==> config.mk <==
export PLATFORM = sky130hd
export DESIGN_NAME = kbd_matrix_arbiter_flat
export DESIGN_NICKNAME = d
export VERILOG_FILES = /design/src/rtl/kbd_matrix_arbiter_if.sv /design/src/rtl/kbd_matrix_arbiter.sv /design/src/flat_wrapper.sv
export SDC_FILE = /design/constraint.sdc
export NUM_CORES = 1
export LEC_CHECK = 0
export CAP_MARGIN = 20
export CORE_UTILIZATION = 40
export DETAILED_ROUTE_END_ITERATION = 16
export MAX_ROUTING_LAYER = met4
export PLACE_DENSITY_LB_ADDON = 0.2
export SYNTH_ARGS = -nofsm -noshare
export SYNTH_HDL_FRONTEND = slang
export SYNTH_SLANG_ARGS = --single-unit
==> constraint.sdc <==
create_clock -name clk -period 3.3 [get_ports clk]
set_clock_uncertainty 0.2 [all_clocks]
set_input_delay 0.66 -clock clk [delete_from_list [all_inputs] [get_ports clk]]
set_output_delay 0.66 -clock clk [all_outputs]
set_load 0.02 [all_outputs]
==> src/rtl/kbd_matrix_arbiter_if.sv <==
// Host-write and CPU PIA1 bus bundle for the keyboard matrix arbiter.
// The master side is the bridge/CPU side; the slave side is the arbiter.
interface kbd_matrix_arbiter_if;
  logic [15:0] pi_addr;
  logic [7:0]  pi_data;
  logic        pi_wr_req;
  logic        pi_wr_ack;
  logic        cpu_strobe;
  logic [1:0]  bus_addr;
  logic [7:0]  bus_data_in;
  logic        bus_rw_b;
  logic        pia1_enabled_in;
  logic [7:0]  kbd_data_out;
  logic        kbd_enable;
  logic [1:0]  fifo_level;

  modport master (
    output pi_addr, pi_data, pi_wr_req, cpu_strobe, bus_addr, bus_data_in,
           bus_rw_b, pia1_enabled_in,
    input  pi_wr_ack, kbd_data_out, kbd_enable, fifo_level
  );

  modport slave (
    input  pi_addr, pi_data, pi_wr_req, cpu_strobe, bus_addr, bus_data_in,
           bus_rw_b, pia1_enabled_in,
    output pi_wr_ack, kbd_data_out, kbd_enable, fifo_level
  );
endinterface

==> src/rtl/kbd_matrix_arbiter.sv <==
// PET keyboard matrix cache shared between host row writes (buffered in a
// 2-entry FIFO) and CPU PIA1 row-select/column-read accesses.
module kbd_matrix_arbiter #(
  parameter int          ROWS      = 10,
  parameter logic [15:0] BASE_ADDR = 16'hE800
) (
  input logic                 clk,
  input logic                 reset,
  kbd_matrix_arbiter_if.slave kif
);

  typedef enum logic [0:0] {
    HOST_IDLE   = 1'b0,
    HOST_ACCEPT = 1'b1
  } host_state_t;

  typedef struct packed {
    logic [3:0] row;
    logic [7:0] data;
  } entry_t;

  localparam logic [15:0] ROWS_16 = 16'(ROWS);
  localparam logic [4:0]  ROWS_5  = 5'(ROWS);

  logic [7:0]  matrix_r [ROWS];
  entry_t      fifo_r [2];
  logic        wr_ptr_r;
  logic        rd_ptr_r;
  logic [1:0]  level_r;
  host_state_t host_state_r;
  logic        ack_r;
  logic [3:0]  current_row_r;
  logic [7:0]  kbd_data_r;
  logic        kbd_enable_r;

  logic [15:0] offset_s;
  logic        in_range_s;
  logic        accept_s;
  logic        push_s;
  logic        pop_s;
  logic        port_a_wr_s;
  logic        port_b_rd_s;
  logic [7:0]  row_value_s;
  logic        unused_hi_s;

  // Host acceptance, drain and CPU access decode.
  always_comb begin
    offset_s    = kif.pi_addr - BASE_ADDR;
    in_range_s  = (offset_s < ROWS_16);
    accept_s    = (host_state_r == HOST_IDLE) && kif.pi_wr_req && (level_r != 2'd2);
    push_s      = accept_s && in_range_s;
    pop_s       = !kif.cpu_strobe && (level_r != 2'd0);
    port_a_wr_s = kif.cpu_strobe && kif.pia1_enabled_in &&
                  (kif.bus_addr == 2'd0) && !kif.bus_rw_b;
    port_b_rd_s = kif.cpu_strobe && kif.pia1_enabled_in &&
                  (kif.bus_addr == 2'd2) && kif.bus_rw_b;
    // Rows past the matrix are legal selects and read as no keys down.
    if ({1'b0, current_row_r} < ROWS_5) begin
      row_value_s = matrix_r[current_row_r];
    end else begin
      row_value_s = 8'hFF;
    end
    unused_hi_s = ^kif.bus_data_in[7:4];
  end

  // Host handshake FSM, write FIFO and matrix commit.
  always_ff @(posedge clk) begin
    if (reset) begin
      for (int i = 0; i < ROWS; i++) begin
        matrix_r[i] <= 8'hFF;
      end
      fifo_r[0]    <= '0;
      fifo_r[1]    <= '0;
      wr_ptr_r     <= 1'b0;
      rd_ptr_r     <= 1'b0;
      level_r      <= 2'd0;
      host_state_r <= HOST_IDLE;
      ack_r        <= 1'b0;
    end else begin
      if (push_s) begin
        fifo_r[wr_ptr_r] <= '{row: offset_s[3:0], data: kif.pi_data};
        wr_ptr_r         <= ~wr_ptr_r;
      end
      if (pop_s) begin
        matrix_r[fifo_r[rd_ptr_r].row] <= fifo_r[rd_ptr_r].data;
        rd_ptr_r                       <= ~rd_ptr_r;
      end
      case ({push_s, pop_s})
        2'b10:   level_r <= level_r + 2'd1;
        2'b01:   level_r <= level_r - 2'd1;
        default: level_r <= level_r;
      endcase
      // A held request is only taken once; the host must drop it first.
      case (host_state_r)
        HOST_IDLE: begin
          ack_r <= accept_s;
          if (accept_s) begin
            host_state_r <= HOST_ACCEPT;
          end
        end
        HOST_ACCEPT: begin
          ack_r <= 1'b0;
          if (!kif.pi_wr_req) begin
            host_state_r <= HOST_IDLE;
          end
        end
        default: begin
          ack_r        <= 1'b0;
          host_state_r <= HOST_IDLE;
        end
      endcase
    end
  end

  // CPU row select and column capture.
  always_ff @(posedge clk) begin
    if (reset) begin
      current_row_r <= 4'd0;
      kbd_data_r    <= 8'hFF;
      kbd_enable_r  <= 1'b0;
    end else begin
      if (port_a_wr_s) begin
        current_row_r <= kif.bus_data_in[3:0];
      end
      if (port_b_rd_s) begin
        kbd_data_r   <= row_value_s;
        kbd_enable_r <= (row_value_s != 8'hFF);
      end else if (kif.cpu_strobe) begin
        kbd_enable_r <= 1'b0;
      end
    end
  end

  assign kif.pi_wr_ack    = ack_r;
  assign kif.kbd_data_out = kbd_data_r;
  assign kif.kbd_enable   = kbd_enable_r;
  assign kif.fifo_level   = level_r;

endmodule

==> src/flat_wrapper.sv <==
// flat-port wrapper written by rule: the top's interface ports become plain ports
module kbd_matrix_arbiter_flat 
#(
  parameter int          ROWS      = 10,
  parameter logic [15:0] BASE_ADDR = 16'hE800
)
  (clk, reset, kif_pi_addr, kif_pi_data, kif_pi_wr_req, kif_cpu_strobe, kif_bus_addr, kif_bus_data_in, kif_bus_rw_b, kif_pia1_enabled_in, kif_pi_wr_ack, kif_kbd_data_out, kif_kbd_enable, kif_fifo_level);
  kbd_matrix_arbiter_if kif_i ();
  input logic clk;
  input logic reset;
  input wire logic [$bits(kif_i.pi_addr)-1:0] kif_pi_addr;
  input wire logic [$bits(kif_i.pi_data)-1:0] kif_pi_data;
  input wire logic [$bits(kif_i.pi_wr_req)-1:0] kif_pi_wr_req;
  input wire logic [$bits(kif_i.cpu_strobe)-1:0] kif_cpu_strobe;
  input wire logic [$bits(kif_i.bus_addr)-1:0] kif_bus_addr;
  input wire logic [$bits(kif_i.bus_data_in)-1:0] kif_bus_data_in;
  input wire logic [$bits(kif_i.bus_rw_b)-1:0] kif_bus_rw_b;
  input wire logic [$bits(kif_i.pia1_enabled_in)-1:0] kif_pia1_enabled_in;
  output wire logic [$bits(kif_i.pi_wr_ack)-1:0] kif_pi_wr_ack;
  output wire logic [$bits(kif_i.kbd_data_out)-1:0] kif_kbd_data_out;
  output wire logic [$bits(kif_i.kbd_enable)-1:0] kif_kbd_enable;
  output wire logic [$bits(kif_i.fifo_level)-1:0] kif_fifo_level;
  assign kif_i.pi_addr = kif_pi_addr;
  assign kif_i.pi_data = kif_pi_data;
  assign kif_i.pi_wr_req = kif_pi_wr_req;
  assign kif_i.cpu_strobe = kif_cpu_strobe;
  assign kif_i.bus_addr = kif_bus_addr;
  assign kif_i.bus_data_in = kif_bus_data_in;
  assign kif_i.bus_rw_b = kif_bus_rw_b;
  assign kif_i.pia1_enabled_in = kif_pia1_enabled_in;
  assign kif_pi_wr_ack = kif_i.pi_wr_ack;
  assign kif_kbd_data_out = kif_i.kbd_data_out;
  assign kif_kbd_enable = kif_i.kbd_enable;
  assign kif_fifo_level = kif_i.fifo_level;
  kbd_matrix_arbiter #(.ROWS(ROWS), .BASE_ADDR(BASE_ADDR)) u_core (.clk(clk), .reset(reset), .kif(kif_i));
endmodule
# Word level (Yosys, flattened, before mapping)
# Memory sizes are Yosys's and may differ from the RTL's. A register that Yosys moved wholly into a read port is not among the register bits.
# Index checks and enable logic that the tools add are counted.
[word_totals]
input_bits = 40
n_memories = 2
romBits = 0
register_bits = 19
latch_bits = 0
out_inout_bits = 12
ramBits = 104
elab_cells = 66
[mem_list]
columns = ["name", "depth", "word_bits", "read_ports", "rd_clocked_by_memory_dff", "write_ports", "line_no", "rtl"]
rows = [
  ["u_core.matrix_r", 10, 8, 1, 1, 10, "kbd_matrix_arbiter.sv:25", "logic [7:0] matrix_r [ROWS];"],
  ["u_core.fifo_r", 2, 12, 1, 1, 2, "kbd_matrix_arbiter.sv:26", "entry_t fifo_r [2];"],
]
[op_classes]
div_mod_pow = 0
addsub = 3
n_lt_le_gt_ge = 2
bitwise_logic = 3
muxes = 26
n_eq_ne = 5
n_shift = 0
n_reduce_logical = 17
multipliers = 0
[op_table]
columns = ["operator", "count"]
rows = [
  ["two-way mux 1 bit", 17],
  ["less-than comparator 16 x 4 -> 1 bit (second input constant)", 1],
  ["two-way mux 8 bit", 2],
  ["subtractor 16 bit (second input constant)", 1],
  ["two-way mux 12 bit", 1],
  ["two-way mux 4 bit", 3],
  ["OR reduction 12 bit", 1],
  ["logical AND 1 bit", 9],
  ["!= test 8 bit (second input constant)", 1],
  ["OR reduction 8 bit", 1],
  ["nonzero test 2 bit", 3],
  ["== test 2 bit (second input constant)", 2],
  ["less-than comparator 4 bit (second input constant)", 1],
  ["one-hot mux 1 bit (2 select lines)", 2],
  ["one-hot mux 2 bit (2 select lines)", 1],
  ["NOT 1 bit", 3],
  ["adder 2 x 1 -> 2 bit (second input constant)", 1],
  ["== test 2 x 1 -> 1 bit (second input constant)", 1],
  ["logical NOT 1 bit", 2],
  ["logical NOT 2 bit", 1],
  ["!= test 2 bit (second input constant)", 1],
  ["subtractor 2 x 1 -> 2 bit (second input constant)", 1],
]

# Logic depth before layout (Yosys ltp)
# Gate-level depths: netlist of the first run.
[logic_depth]
ltp_word = 9
mapped_depth = 11
depth_no_buf = 11

# Worst setup path before layout of the first run
# OpenSTA, ideal clock, no wires.
[synth_path]
kind = "input port to flip-flop"
from = "input port reset"
to = "memory u_core.matrix_r[8][0], enable pin"
setup_time_ps = 329
path_slack_ps = 752
stages = 6
n_path_buf = 2
arrival_ps = 2018
cell_sequence = "clkbuf_1 -> nor3_2 -> o21ai_0 -> nor2b_1 -> clkbuf_1 -> or2_1"
[synth_rtl]
columns = ["item", "line_no", "rtl"]
rows = [
  ["from (decl)", "flat_wrapper.sv:10", "input logic reset;"],
  ["to (decl)", "kbd_matrix_arbiter.sv:25", ""],
]

==> summary.md, run 1 <==
| Metric | Value |
|---|---|
| Fin Setup TNS | 0 ps |
| Post-synthesis cell type count | 52 |
| Average via count per standard cell | 5.10 |
| Cell area reported after detailed placement | 8440 um2 |
| Total via count in the routed design | between 4000 and 5000 |
| Initial drt markers | 258 |
| Placed wire-length estimate | 11200 um |
| Number of remaining DRC errors | 0 |
| Worst setup path class | flop to flop |
| Avg WL per Cell | around 18 um |
| Post-route ant nets | 0 |
| Height of the chip | 139 um |
| Total Wirelength | ~15000 um |
| Maximum ir drop on the vdd rail | 0.000359 V |
| Rows | 49 |
| CP required | roughly 3500 ps |
| Full die area | 19300 um2 |
| GRT Resource Usage Total | 17.3% |
| Fraction of final layout cells with drive strength greater than 1 | 19.5% |
| Total Power | between 4 and 5 mW |
| Clock Pin Slew Worst Setup and Hold Paths | 70 ps |
| #FFs+latches synth | between 150 and 200 |
| Run status | finished, final reports clean |
| Summed instance area of the synthesized netlist | about 7500 um2 |
| Mean instance size in the synthesized netlist | 14.0 um2 |
| Final hold violations | 0 |
| Class of the worst hold path | flop to flop |
| WHS | 250 ps |
| Cell area after layout | 9000 um2 |
| Setup repair after global routing missed its margin | false |
| CTS H-tree depth | 4 |
| Register area share after synthesis | between 60% and 70% |
| Latest clock arrival within the worst-skew pair | ~430 ps |
| Power Dens Cells | between 400 and 500 nW/um2 |
| Worst Slack Setup Final | 478 ps |
| Dominant register cell in the synthesized netlist | edfxtp_1 |
| Clock tree root driver cell | clkbuf_16 |
| Wire length on met1 | about 6600 um |
| Worst-margin pin slew | about 830 ps |
| Post-placement cell count | 832 |
| Number of global-route vias before repair | 4600 |
| Crit-path max cell delay | 630 ps |
| Rel. slew slack | about 44% |
| Setup violations, final | 0 |
| Ant. Diodes | 0 |
| Mapped Cells | 537 |
| Cells along the critical path | buf_12, mux2_2, o22ai_1, o21ai_0, o221ai_1, nor4_1, a211oi_1, buf_4, a21o_1 |
| Routed length on met2 | 7570 um |
| F_max | 354 MHz |
| Post_cts resized | 0 |
| Placement Setup Slack | 45.6 ps |
| Pre-Repair DR Iteration Count | 10 |
| Non-Filler Instances | ~860 |
| Critical Path Sink Type | flop |
| Fraction of the cycle the final worst path needs | 85.5% |
| Biggest fanout along the worst timing path | 16 |
| Max Buffers Root-to-Sink | 2 |
| Worst path arrival time | 3000 ps |
| Leakage power figure | approximately 2.8 nW |
| Number of primary I/O pins | 52 |
| Net count of the mapped netlist | 579 |
| TritonCTS clock tree | built |
| Count of buffer and inverter cells on the critical path | 2 |
| Number of buffers added to fix hold violations after cts | 0 |
| Total grt overflow | 0 |
| Critical path's slowest cell | dfxtp_2 |
| Core ar. | 18100 um2 |
| Horizontal die dimension | 139 um |
| Number of nets at the end of the flow | 664 |
| Inserted Clock Buffers | 17 |
| DR WL met3 | 777 um |
| Yosys warnings | 0 |
| Initial antenna violation count | 0 |
| Top delay family on crit path | compound AO/OA/AOI/OAI gates |
| Largest net degree at the start of global routing | 23 |
| Highest routed layer | met4 |
| Asr flop ratio synth | 0% |
| TritonCTS Sinks | 176 |
| Final count of pins violating max slew | 0 |
| # port buffers | 47 |
| First-pass GRT wire length | roughly 24000 um |
| Post-CTS setup repair buffer count | 0 |
| Routability-driven placement congestion ratio | 0.802 |
| Crit path time final | 2820 ps |
| Initial core utilization | 41.3% |
| Filler Cells Inserted | 1574 |
| Total of max-cap violations | 0 |
| Area added between synthesis and finish | 20.1% |
| Post-synth EDFFs | 152 |
| Final core utilization | 49.6% |
| Startpoint class of the critical path | flop |
[layout by cell type, fill, tap and decap left out, types with 5 or more instances in the layout]
cell | synthesis | final
a211o_1 | 8 | 8
a211oi_2 | 8 | 8
a22o_1 | 8 | 8
and2_1 | 24 | 24
buf_4 | 2 | 38
clkbuf_16 | 0 | 18
clkdlybuf4s50_1 | 0 | 47
dfxtp_1 | 24 | 23
edfxtp_1 | 152 | 152
inv_1 | 12 | 12
mux2_2 | 15 | 15
mux2i_1 | 20 | 20
mux4_2 | 15 | 15
nand2_1 | 86 | 86
nand3_1 | 5 | 5
nor2_1 | 45 | 45
nor2b_1 | 11 | 11
nor3_1 | 5 | 5
o21ai_0 | 12 | 12
o21ai_1 | 6 | 6
o221ai_1 | 8 | 8
o22ai_1 | 8 | 8
or2_2 | 9 | 9
[synthesized netlist by cell type (2+ instances only)]
| cell | count | area, um2 |
|---|---|---|
| a211o_1 | 8 | 70.1 |
| a211oi_2 | 8 | 100 |
| a21oi_1 | 2 | 10.0 |
| a22o_1 | 8 | 70.1 |
| and2_1 | 24 | 150 |
| buf_1 | 4 | 15.0 |
| buf_2 | 3 | 15.0 |
| buf_4 | 2 | 15.0 |
| clkbuf_1 | 8 | 30.0 |
| dfxtp_1 | 24 | 480 |
| edfxtp_1 | 152 | 4560 |
| ha_1 | 2 | 25.0 |
| inv_1 | 12 | 45.0 |
| mux2_2 | 15 | 169 |
| mux2i_1 | 20 | 200 |
| mux4_2 | 15 | 338 |
| nand2_1 | 86 | 323 |
| nand2b_1 | 4 | 25.0 |
| nand3_1 | 5 | 25.0 |
| nand3b_1 | 2 | 15.0 |
| nor2_1 | 45 | 169 |
| nor2b_1 | 11 | 68.8 |
| nor3_1 | 5 | 25.0 |
| nor3b_1 | 4 | 30.0 |
| nor4_1 | 2 | 12.5 |
| o21ai_0 | 12 | 60.1 |
| o21ai_1 | 6 | 30.0 |
| o221ai_1 | 8 | 70.1 |
| o22ai_1 | 8 | 50.1 |
| or2_2 | 9 | 56.3 |
| xnor2_1 | 2 | 17.5 |
[kinds of logic (layout without fill, tap and decap cells)]
group / count (synthesis) / after routing / synth area share [%]
AO/OA/AOI/OAI: 67 / 67 / 7.01
flip-flops: 176 / 176 / 67.3
buffers and inverters: 33 / 131 / 2.27
XOR/XNOR: 3 / 3 / 0.351
adder cells (fa/ha/maj): 2 / 2 / 0.334
AND/OR/NAND/NOR: 204 / 204 / 12.8
multiplexers: 52 / 52 / 9.93
[final timing paths]
check	startpoint	to	slack, ps	cells after the start
setup / recovery	flop	u_core.kif.kbd_enable	480	9
hold / removal	u_core.kif.kbd_enable	u_core.kif.kbd_enable	250	1
setup reg to reg	flop	u_core.kif.kbd_enable	480	9
hold reg to reg	u_core.kif.kbd_enable	u_core.kif.kbd_enable	250	1
[routing by layer]
layer / vias up / GRT usage (%)
li1: 2170 / -
met1: 2108 / 21.6
met2: 108 / 27.9
met3: 17 / 3.38
met4: 0 / 6.90
met5: - / -
[report_power, final]
| group | total, mW | switching [mW] | internal (mW) |
|---|---|---|---|
| registers | 2.42 | 0.00957 | 2.41 |
| logic | 0.133 | 0.0667 | 0.0665 |
| clock network | 1.90 | 0.860 | 1.04 |
| total | 4.46 | 0.936 | 3.52 |
[sequential cells by signal, indices dropped and copies added (netlist names), named ones only]
| name | flops |
|---|---|
| u_core.current_row_r | 4 |
| u_core.host_state_r | 1 |
| u_core.kif.pi_wr_ack | 1 |
| u_core.kif.kbd_data_out | 8 |
| u_core.fifo_r | 24 |
| u_core.rd_ptr_r | 1 |
| u_core.matrix_r | 128 |
| u_core.kif.kbd_enable | 1 |
| u_core.kif.fifo_level | 2 |
| u_core.wr_ptr_r | 1 |
[cell type report]
cell class / instances / area (um2) / area share (%)
inverters: 13 / 48.8 / 0.542
repair buffers: 86 / 776 / 8.62
clock buffers: 19 / 464 / 5.16
multi-input cells: 328 / 2280 / 25.3
well taps: 229 / 287 / 3.18
clock inverters: 13 / 97.6 / 1.08
flip-flops and latches: 176 / 5050 / 56.1
Note: power is estimated with default switching activity, not from simulation.
==> run 2: changes to the inputs <==
CORE_MARGIN = 5   (was unset)
==> summary.md, run 2 (synthesized netlist as in run 1, its figures left out) <==
| Metric | Value |
|---|---|
| Total Wirelength | roughly 16000 um |
| Clock tree root driver cell | clkbuf_16 |
| Worst setup path class | input port to flop |
| Part of the total power dissipated in sequential elements | 53.4% |
| Setup repair after global routing missed its margin | false |
| Fin Setup TNS | 0 ps |
| Initial drt markers | between 300 and 400 |
| Initial antenna violation count | 0 |
| Number of global-route vias before repair | 4766 |
| Class of the worst hold path | flop to flop |
| Core ar. | 18600 um2 |
| CP required | 3470 ps |
| Fraction of the cycle the final worst path needs | 83.4% |
| Non-Filler Instances | ~860 |
| Post-route ant nets | 0 |
| Final hold violations | 0 |
| Filler Cells Inserted | roughly 1600 |
| Pre-Repair DR Iteration Count | 5 |
| Post_cts resized | 0 |
| Maximum ir drop on the vdd rail | 0.000366 V |
| Crit-path max cell delay | between 500 and 600 ps |
| Leading cell type in the layout, fill and taps excluded | edfxtp_1 |
| Total grt overflow | 0 |
| Rel. slew slack | 34.4% |
| Full die area | 21600 um2 |
| Worst-margin pin slew | 980 ps |
| # port buffers | 47 |
| Post-placement cell count | 831 |
| Total of max-cap violations | 0 |
| Number of cells on the worst hold path | 1 |
| Post-CTS setup repair buffer count | 0 |
| Number of buffers added to fix hold violations after cts | 0 |
| Leakage power figure | 2.75 nW |
| Inserted Clock Buffers | 17 |
| Switching Fraction | 22.9% |
| Number of primary I/O pins | 52 |
| Routability-driven placement congestion ratio | 0.797 |
| Max FFs per register | 128 |
| Internal Power | 3.49 mW |
| Number of remaining DRC errors | 0 |
| Register bank with the most flops | u_core.matrix_r |
| Top delay family on crit path | buffers and inverters |
| Total via count in the routed design | 4537 |
| Placed wire-length estimate | 11600 um |
| Startpoint class of the critical path | input port |
| Max Buffers Root-to-Sink | 2 |
| Rows | 50 |
| Combinational share of power | 2.9% |
| Stages on worst setup path | 10 |
| Critical path's slowest cell | clkdlybuf4s50_1 |
| Switching power of the nets | 1.04 mW |
| Average via count per standard cell | 5.26 |
| TritonCTS Sinks | 176 |
| Cell repeated most along the worst path | ha_1 |
| Worst path arrival time | around 2900 ps |
| Height of the chip | 147 um |
| Ant. Diodes | 0 |
| Number of nets at the end of the flow | between 600 and 700 |
| First-pass GRT wire length | 26400 um |
| Setup violations, final | 0 |
| Cells along the critical path | clkdlybuf4s50_1, inv_1, ha_1, o21ai_0, nand2_1, a2111oi_2, inv_2, ha_1, or3_1, a21oi_1 |
| F_max | 364 MHz |
| Latest clock arrival within the worst-skew pair | 440 ps |
| Count of buffer and inverter cells on the critical path | 3 |
| Run status | finished, final reports clean |
| Biggest fanout along the worst timing path | 3 |
| Largest net degree at the start of global routing | between 40 and 50 |
| GRT Resource Usage Total | 16.6% |
| Horizontal die dimension | between 100 and 150 um |
| Clock network fraction of total power | 43.7% |
| Power Dens Cells | 504 nW/um2 |
| TritonCTS clock tree | built |
| Area added between synthesis and finish | 19.9% |
| Fraction of final layout cells with drive strength greater than 1 | a little under a fifth |
| Clock Pin Slew Worst Setup and Hold Paths | roughly 70 ps |
| Critical Path Sink Type | flop |
| Crit path time final | roughly 2800 ps |
| Initial core utilization | approximately two fifths |
| Final count of pins violating max slew | 0 |
| CTS H-tree depth | 4 |
| Cell count of the worst reg-to-reg path | 6 |
| Total Power | 4.53 mW |
| Avg WL per Cell | between 15 and 20 um |
| Top library cells by usage in the layout, fill and taps aside | edfxtp_1, nand2_1, clkdlybuf4s50_1 |
## run 2: cell count changes in the layout (fill, tap and decap cells not counted), moves of 2 or more
| cell | delta |
|---|---|
| inv_4 | -4 |
| buf_4 | -6 |
| clkinv_2 | -2 |
| clkinv_8 | +3 |
| inv_8 | +5 |
| inv_6 | -2 |
## run 2: layer usage
metal / vias up / track usage, % / wire [um]
met5: - / - / 0
met3: 35 / 3.70 / 777
met2: 146 / 25.6 / 7750
met1: 2198 / 21.3 / 7330
met4: 0 / 7.13 / 495
li1: 2158 / - / -
## run 2: area by class of cell
type,count,area (um2),area share (%)
clock buffers,17,425,4.73
clock inverters,15,166,1.85
inverters,13,48.8,0.543
multi-input cells,328,2280,25.4
flip-flops and latches,176,5050,56.1
well taps,234,293,3.26
repair buffers,80,731,8.13
## run 2: power groups by stage
stage / Clock [mW] / Sequential [mW] / Combinational (mW)
global route: 2.13 / 2.42 / 0.145
floorplan: 0 / 2.47 / 0.0594
detailed placement: 0 / 2.47 / 0.135
global placement: 0 / 2.47 / 0.132
CTS: 2.01 / 2.42 / 0.135
finish: 1.98 / 2.42 / 0.133
## run 2: per-stage QoR
stage | setup slack (ps) | instance area (um2) | util, % | hold slack (ps)
after global placement | 124 | 8400 | 45.2 | 225
after global routing | 314 | 8990 | 48.4 | 262
after CTS | 520 | 8990 | 48.4 | 250
after detailed placement | 53.8 | 8400 | 45.2 | 248
final | 549 | 8990 | 48.4 | 254
after floorplan | 752 | 7500 | - | 212
## run 2: worst paths after layout
path | slack [ps] | end | startpoint
setup reg to reg | 700 | u_core.kif.kbd_enable | flop
setup / recovery | 550 | u_core.kif.fifo_level[1] | kif_pi_addr[12]
hold / removal | 250 | u_core.kif.pi_wr_ack | u_core.host_state_r
hold reg to reg | 250 | u_core.kif.pi_wr_ack | u_core.host_state_r
==> run 3: changes to the inputs <==
clock period = 2.35 ns   (was 3.3 ns; I/O delays follow)
==> summary.md, run 3 (synthesized netlist as in run 1, its figures left out) <==
| Metric | Value |
|---|---|
| Average via count per standard cell | 5.14 |
| M3 GR Usage | 3.95% |
| Worst path arrival time | 2600 ps |
| Cell area reported after detailed placement | 8770 um2 |
| Maximum ir drop on the vdd rail | approximately 0.0005 V |
| Horizontal die dimension | 147 um |
| Full die area | 21600 um2 |
| Setup repair after global routing missed its margin | true |
| Class of the worst hold path | flop to flop |
| Total via count in the routed design | 4705 |
| Startpoint class of the critical path | flop |
| Area added between synthesis and finish | 30.4% |
| Global-route met1 utilization | 21.9% |
| Setup violations, final | 3 |
| Max Buffers Root-to-Sink | 2 |
| F_max | 413 MHz |
| Sequential Area | 5050 um2 |
| Biggest fanout along the worst timing path | 7 |
| Rows | 50 |
| Critical Path Sink Type | flop |
| First-pass GRT wire length | 27200 um |
| Top library cells by usage in the layout, fill and taps aside | edfxtp_1, nand2_1, buf_4 |
| Number of primary I/O pins | 52 |
| Rel. slew slack | 64.7% |
| Leakage power figure | 3.10 nW |
| Leading cell type in the layout, fill and taps excluded | edfxtp_1 |
| Fin Setup TNS | -159 ps |
| Initial antenna violation count | 0 |
| Final hold violations | 0 |
| Power Dens Cells | 649 nW/um2 |
| TritonCTS clock tree | built |
| Number of remaining DRC errors | 0 |
| Pre-Repair DR Iteration Count | 5 |
| Busiest grt layer | met2 |
| Number of nets at the end of the flow | 710 |
| Fraction of final layout cells with drive strength greater than 1 | a little under a third |
| GR met2 Demand/Resource | between 20% and 30% |
| Total grt overflow | 0 |
| WHS | 260 ps |
| Run status | finished with violations |
| Avg WL per Cell | 18.9 um |
| Register bank with the most flops | u_core.matrix_r |
| Filler Cells Inserted | 1559 |
| Clock tree root driver cell | clkbuf_16 |
| Final count of pins violating max slew | 0 |
| Initial core utilization | 40.3% |
| Inserted Clock Buffers | 17 |
| Worst Slack Setup Final | -71.0 ps |
| CTS H-tree depth | 4 |
| Core ar. | between 15000 and 20000 um2 |
| Crit path time final | 2420 ps |
| Post-route ant nets | 0 |
| Height of the chip | 147 um |
| Worst setup path class | flop to flop |
| Routability-driven placement congestion ratio | 0.811 |
| Clock Pin Slew Worst Setup and Hold Paths | 70 ps |
| Initial drt markers | about 380 |
| Fraction of the cycle the final worst path needs | 103% |
| Number of global-route vias before repair | around 4900 |
| GRT Resource Usage Total | approximately 17% |
| # port buffers | 47 |
| CP required | 2530 ps |
| Worst-margin pin slew | 528 ps |
| Ant. Diodes | 0 |
| Placed wire-length estimate | 11900 um |
| Final core utilization | 52.6% |
| Number of buffers added to fix hold violations after cts | 0 |
| Total of max-cap violations | 0 |
| Total Wirelength | 17300 um |
| Cell area after layout | 9770 um2 |
| Violations in the final reports | negative setup slack |
| Max FFs per register | 128 |
| Latest clock arrival within the worst-skew pair | 440 ps |
| Multi-input gate area in the final layout | 2550 um2 |
| TritonCTS Sinks | 176 |
| Largest net degree at the start of global routing | 18 |
## run 3: cell types whose count changed in the layout (fill, tap and decap cells not counted), moves of 4 or more
| cell | previous run | this run |
|---|---|---|
| o22ai_2 | 0 | 4 |
| dlymetal6s2s_1 | 0 | 4 |
| o221ai_4 | 0 | 5 |
| o21ai_0 | 12 | 6 |
| o21ai_2 | 1 | 6 |
| buf_4 | 32 | 73 |
| buf_12 | 1 | 6 |
| clkdlybuf4s50_1 | 47 | 40 |
| o22ai_1 | 8 | 4 |
| buf_6 | 0 | 5 |
| inv_8 | 6 | 0 |
| o221ai_1 | 8 | 0 |
| nor2_1 | 45 | 38 |
| nor2_2 | 0 | 7 |
## run 3: power by group
group	switching (mW)	total, mW	leakage (nW)	internal, mW
Combinational	0.111	0.228	1.34	0.117
Sequential	0.0128	3.40	1.50	3.39
Clock	1.19	2.71	0.262	1.52
Total	1.32	6.34	3.10	5.02
## run 3: routing by layer
layer	routed length [um]	share of wire [%]
met5	0	0
met4	137	0.79
met3	1100	6.4
met2	8730	51
met1	7300	42
## run 3: area by class of cell
cell class	instances	area share (%)
clock buffers	21	4.71
well taps	234	3.00
flip-flops and latches	176	51.7
inverters	13	0.525
clock inverters	11	1.10
repair buffers	132	12.9
multi-input cells	328	26.1
## run 3: timing repair
item	CTS	global route
setup endpoints to repair	57	50
pin swaps	17	18
cloned	2	0
setup buffers	7	3
endpoints found under the hold margin	0	0
resized for setup	56	27
## run 3: stage by stage
stage               setup slack (ps)  power [mW]  std cells
CTS                            -86.9        6.38        913
global route                    -167        6.54        915
global placement                -565        3.67        873
floorplan                       25.1        3.55        537
finish                         -71.0        6.34        915
detailed placement              -707        3.68        873
## run 3: worst max-delay path, stage by stage, from the launching register on
cell and delay [ps]:
dfxtp_4 390, buf_12 140, buf_12 150, buf_12 140
mux4_2 550, o221ai_4 210, nor4_2 90, a211oi_2 370
a21o_1 130
## run 3: final timing paths
kind,start,slack [ps],depth (start not counted),endpoint
worst min-delay path,u_core.kif.kbd_data_out[7],260,1,u_core.kif.kbd_data_out[7]
worst max register to register,flop,-70,8,u_core.kif.kbd_enable
worst max-delay path,flop,-70,8,u_core.kif.kbd_enable
worst min register to register,u_core.kif.kbd_data_out[7],260,1,u_core.kif.kbd_data_out[7]
